## src/rtl/ps2_host_tx.sv

```systemverilog
// ps2_host_tx: host-to-keyboard PS/2 command transmitter.
// Inhibits the clock, issues a start bit and clocks out data, parity and stop, then checks the device ACK.
module ps2_host_tx #(
    parameter int INHIBIT_CYCLES = 2500,
    parameter int TIMEOUT_CYCLES = 375000
) (
    input  logic       clk25,
    input  logic       reset_n,
    input  logic [7:0] tx_data,
    input  logic       tx_start,
    output logic       tx_busy,
    output logic       tx_done,
    output logic       tx_error,
    input  logic       PS2_Clk,
    input  logic       PS2_Data,
    output logic       ps2_clk_oe,
    output logic       ps2_data_oe
);
    typedef enum logic [2:0] {IDLE, INHIBIT, START, SHIFT, ACK, RELEASE} state_t;
    localparam logic [18:0] INH_LAST = 19'(INHIBIT_CYCLES - 1);
    localparam logic [18:0] TMO = 19'(TIMEOUT_CYCLES);
    state_t state, state_nx;
    logic [2:0] clk_sy;
    logic [1:0] dat_sy;
    logic [9:0] sr;
    logic [3:0] bit_cnt;
    logic [18:0] cnt;
    logic drv, fall, timed, timeout;
    // clk_sy[1] is the synced level, clk_sy[2] its previous sample
    assign fall = clk_sy[2] & ~clk_sy[1];
    assign timed = state inside {SHIFT, ACK, RELEASE};
    assign timeout = timed && cnt >= TMO;
    always_ff @(posedge clk25 or negedge reset_n)
        if (!reset_n) state <= IDLE;
        else state <= state_nx;
    always_comb begin
        state_nx = state;
        case (state)
            IDLE:    state_nx = tx_start ? INHIBIT : IDLE;
            INHIBIT: state_nx = cnt == INH_LAST ? START : INHIBIT;
            START:   state_nx = SHIFT;
            SHIFT:   state_nx = timeout ? IDLE : (fall && bit_cnt == 4'd9) ? ACK : SHIFT;
            ACK:     state_nx = timeout ? IDLE : fall ? (dat_sy[1] ? IDLE : RELEASE) : ACK;
            RELEASE: state_nx = (timeout || (clk_sy[1] && dat_sy[1])) ? IDLE : RELEASE;
            default: state_nx = IDLE;
        endcase
    end
    always_comb begin
        tx_busy = state != IDLE;
        ps2_clk_oe = state inside {INHIBIT, START};
        ps2_data_oe = state == START || (state == SHIFT && drv && !timeout);
        tx_error = timeout || (state == ACK && fall && dat_sy[1]);
        tx_done = state == RELEASE && !timeout && clk_sy[1] && dat_sy[1];
    end
    // frame register holds {stop, odd parity, data}; shifted out LSB first
    always_ff @(posedge clk25 or negedge reset_n)
        if (!reset_n) begin
            clk_sy <= '1;
            dat_sy <= '1;
            sr <= '0;
            bit_cnt <= '0;
            cnt <= '0;
            drv <= 1'b0;
        end else begin
            clk_sy <= {clk_sy[1:0], PS2_Clk};
            dat_sy <= {dat_sy[0], PS2_Data};
            if (state == IDLE && tx_start) begin
                sr <= {1'b1, ~^tx_data, tx_data};
                cnt <= '0;
            end else if (state == INHIBIT) begin
                cnt <= cnt + 19'd1;
            end else if (state == START) begin
                cnt <= '0;
                bit_cnt <= '0;
                drv <= 1'b1;
            end else if (timed) begin
                cnt <= &cnt ? cnt : cnt + 19'd1;
                if (state == SHIFT && fall) begin
                    drv <= ~sr[0];
                    sr <= {1'b0, sr[9:1]};
                    bit_cnt <= bit_cnt + 4'd1;
                end
            end
        end
endmodule

```

## config.mk

```make
export PLATFORM = sky130hd
export DESIGN_NAME = ps2_host_tx
export DESIGN_NICKNAME = d
export VERILOG_FILES = /design/src/rtl/ps2_host_tx.sv
export SDC_FILE = /design/constraint.sdc
export NUM_CORES = 1
export LEC_CHECK = 0
export CORE_ASPECT_RATIO = 1.1
export CORE_UTILIZATION = 59
export DETAILED_ROUTE_END_ITERATION = 6
export MAX_ROUTING_LAYER = met4
export PLACE_DENSITY = 0.83
export SETUP_SLACK_MARGIN = 0.15
export SLEW_MARGIN = 20
export SYNTH_ARGS = -nofsm -noshare
export SYNTH_HDL_FRONTEND = slang
export SYNTH_SLANG_ARGS = --single-unit
```

## constraint.sdc

```tcl
create_clock -name clk25 -period 2.9 [get_ports clk25]
set_input_delay 0.58 -clock clk25 [delete_from_list [all_inputs] [get_ports clk25]]
set_output_delay 0.58 -clock clk25 [all_outputs]
set_load 0.03 [all_outputs]
```

==> results.md, run 1 <==
* Outcome: completed
* CTS tree: yes
* Wire length per cell at 16.1 µm
* Register bit total from synthesis at 42
* CP max FO at 3
* Largest net degree at the start of global routing at 43
* Unrepaired setup endpoints after global routing: yes
* TritonCTS buffer count at 5
* Max-cap violation count at 0
* Overflow after GRT at 0
* Routed wl met2 at 2850 µm
* Vias in the first global route at 2,137
* Slew margin rel. at 38.8%
* Finished Cell Area at 2980 µm²
* Average size of a mapped cell at 8.90 µm²
* Final period util at a little over nine tenths
* Minimum clock period at 2.74 ns
* Comb pwr share at roughly a fifth
* P_sw at 0.000454 W
* Critical Path Slowest Stage Cell: dfrtp_1
* Pwr dens at about 510 nW/µm²
* Kind of critical path: flip-flop to output port
* Placed inst area at 2780 µm²
* Core ar. at 4020 µm²
* Clock-pin transition on the worst setup and hold timing paths at ~0.090 ns
* Hold slack final at 0.359 ns
* Slew @ Worst Pin at 0.919 ns
* Crit path cell chain: or3_4, or3_4, o221a_4, buf_6, nand2b_4, a21oi_2, buf_6
* Critical Path AT at approximately 2.2 ns
* Final Skew at 0.00697 ns
* Synth cell types at 49
* Setup ws final at 0.159 ns
* Fmax at 365 MHz
* CTS H-tree lvls at 2
* GP Congestion at 0.982
* 1st-pass router iterations at 5
* Setup TNS at 0 ns
* Required time of the critical path at 2.32 ns
* Final setup vio count at 0
* Yosys warns at 0
* Row cnt at 24
* Area of the mapped netlist at 2520 µm²
* Area occupied by registers at 1060 µm²
* Highest routed layer: met4
* Routed WL at 5860 µm
* Sw Ratio at between 20% and 30%
* Max incr delay on CP at 0.39 ns
* Part of the power in registers at 50.4%
* Clk sink count at 42
* PortBufs at 17
* DRT antenna net count at 0
* I/O pins at 18
* Routed wl met3 at roughly 310 µm
* # DRC at 0
* Die Ht at just over 70 µm
* DP Wirelength at a little over 4000 µm
* Worst-Skew Late Latency at about 0.3 ns
* Setup crit end kind: output port
* GRT Resource Usage Total at between 20 and 30%
* Initial antenna violation count at 0
* Diode count at 0
* Synth area leaders: dfrtp_1 (37%), dfstp_2 (5.2%), nand2_1 (5.2%), mux2i_1 (4.4%), o21ai_0 (4.2%)
* Fin. Hold Viols at 0
* Clk buf depth at 2
* Clock Power Share at between 30% and 40%
* Die extent in x at 64.3 µm
* Commonest non-fill, non-tap cell in the layout: dfrtp_1
* Total internal power at 0.00106 W
* Startpoint Class: flip-flop
* Vias per std cell at between 6 and 7
* # fillers at 300
* Layout area overhead at 18.4%
* Dpl ws at 0.188 ns
* Sequential share of the synthesized area at around two fifths
* Pleak at ~1.2 nW
* Cells after Synth at 283
* Total number of vias at 2,315
* Starting DRC count in detailed routing at 243
* Most frequent cells in the layout: dfrtp_1 (37), nand2_1 (35), o21ai_0 (21)
* Initial Util at 62.6%
* Pins Over Slew Limit at 0
* Area leader, netlist: dfrtp_1
* Peak VDD IR at 0.320 mV
* Area of the multi-input gates at between 1000 and 1500 µm²
* Nets at roughly 330
* Proportion of layout cells with a drive suffix above 1 at 17.0%
* Min-delay worst type: flip-flop to flip-flop
* First-pass GRT wire length at slightly below 10,000 µm
* Root buffer cell: clkbuf_8
* Die area at about 4500 µm²
* Syn nets at 300
* Top cell type's share of synthesized area at a little under two fifths
* Wl on met1 at 2580 µm
* Core Util, Final at 74.1%
synthesized netlist by cell type (all sizes together):
master / number
dfrtp: 37
nand2: 35
o21ai: 23
nor2: 19
a21oi: 15
nand3: 15
clkbuf: 11
mux2i: 11
o31ai: 11
or4: 11
xnor2: 11
nand4: 8
nor4: 8
nor3: 7
inv: 6
dfstp: 5
nand2b: 5
buf: 4
ha: 4
o41ai: 4
or3: 4
a31oi: 3
nor4b: 3
or2: 3
a31o: 2
and3: 2
and4: 2
nor2b: 2
a21o: 1
a22o: 1
and2: 1
clkinv: 1
nand4b: 1
o211a: 1
o21a: 1
o21bai: 1
o221a: 1
o22ai: 1
o31a: 1
o32ai: 1
critical path, delay by kind of cell (launching register included):
family | cells | cell delay [ns]
and+or+nand+nor | 3 | 0.85
DFF | 1 | 0.39
AOI/OAI and AO/OA | 2 | 0.36
buffers and inverters | 2 | 0.26
registers in the layout, summed over array words and instances, names as in the netlist:
register  flops
sr           10
dat_sy        2
state         3
drv           1
cnt          19
clk_sy        3
bit_cnt       4
metal layers:
metal,vias to the layer above,track usage [%]
met1,1103,40.2
met3,12,4.03
li1,1113,-
met2,87,43.4
met5,-,-
met4,0,10.4
what timing repair did:
action,4_1_cts,5_1_grt
gates resized for setup,7,5
pin swaps,3,3
endpoints found under the setup margin,3,3
buffers inserted,2,5
hold buffers,0,0
gates cloned,0,0
stage by stage:
| step | cells | power, W |
|---|---|---|
| 6_report | 364 | 0.00152 |
| 5_1_grt | 364 | 0.00159 |
| 4_1_cts | 359 | 0.00152 |
| 3_5_place_dp | 349 | 0.00105 |
| 3_3_place_gp | 349 | 0.00103 |
| 2_1_floorplan | 283 | 0.000932 |
layout make-up:
cell class                 instances  share of cell area [%]
clock buffer                       6                    2.43
clock inverter                     2                    1.26
inverter                           7                   0.881
multi-input combinational        219                    47.6
sequential                        42                    35.4
tap                               52                    2.18
timing repair buffer              36                    10.2
logic make-up after synthesis:
logic type / synth area share [%]
adder cells (fa/ha/maj): 1.99
AO/OA/AOI/OAI: 17.4
flip-flops: 42.0
AND/OR/NAND/NOR: 26.7
multiplexers: 4.37
XOR/XNOR: 3.82
buffers and inverters: 3.77
final timing paths:
path | slack, ns | to | start | cells after the start
min | 0.36 | clk_sy[1] | clk_sy[0] | 0
max reg2reg | 0.48 | cnt[3] | state[0] | 5
max in group asynchronous | 1.91 | sr[2] | reset_n | 1
min reg2reg | 0.36 | clk_sy[1] | clk_sy[0] | 0
min in group asynchronous | 0.41 | cnt[1] | reset_n | 1
max | 0.16 | ps2_data_oe | cnt[14] | 7
power groups by stage:
stage	Combinational, W	Clock, W	Sequential [W]
6_report	0.000281	0.000470	0.000765
5_1_grt	0.000318	0.000493	0.000777
4_1_cts	0.000277	0.000477	0.000764
3_5_place_dp	0.000272	0	0.000775
3_3_place_gp	0.000262	0	0.000772
2_1_floorplan	0.000191	0	0.000741
No activity file was read; power rests on OpenSTA's default activity.
==> inputs of run 2 (changes only) <==
Settings changed: CTS_CLUSTER_DIAMETER set to 120.
==> results of run 2 <==
The final DEF is identical to that of run 1; final timing and power are the same.
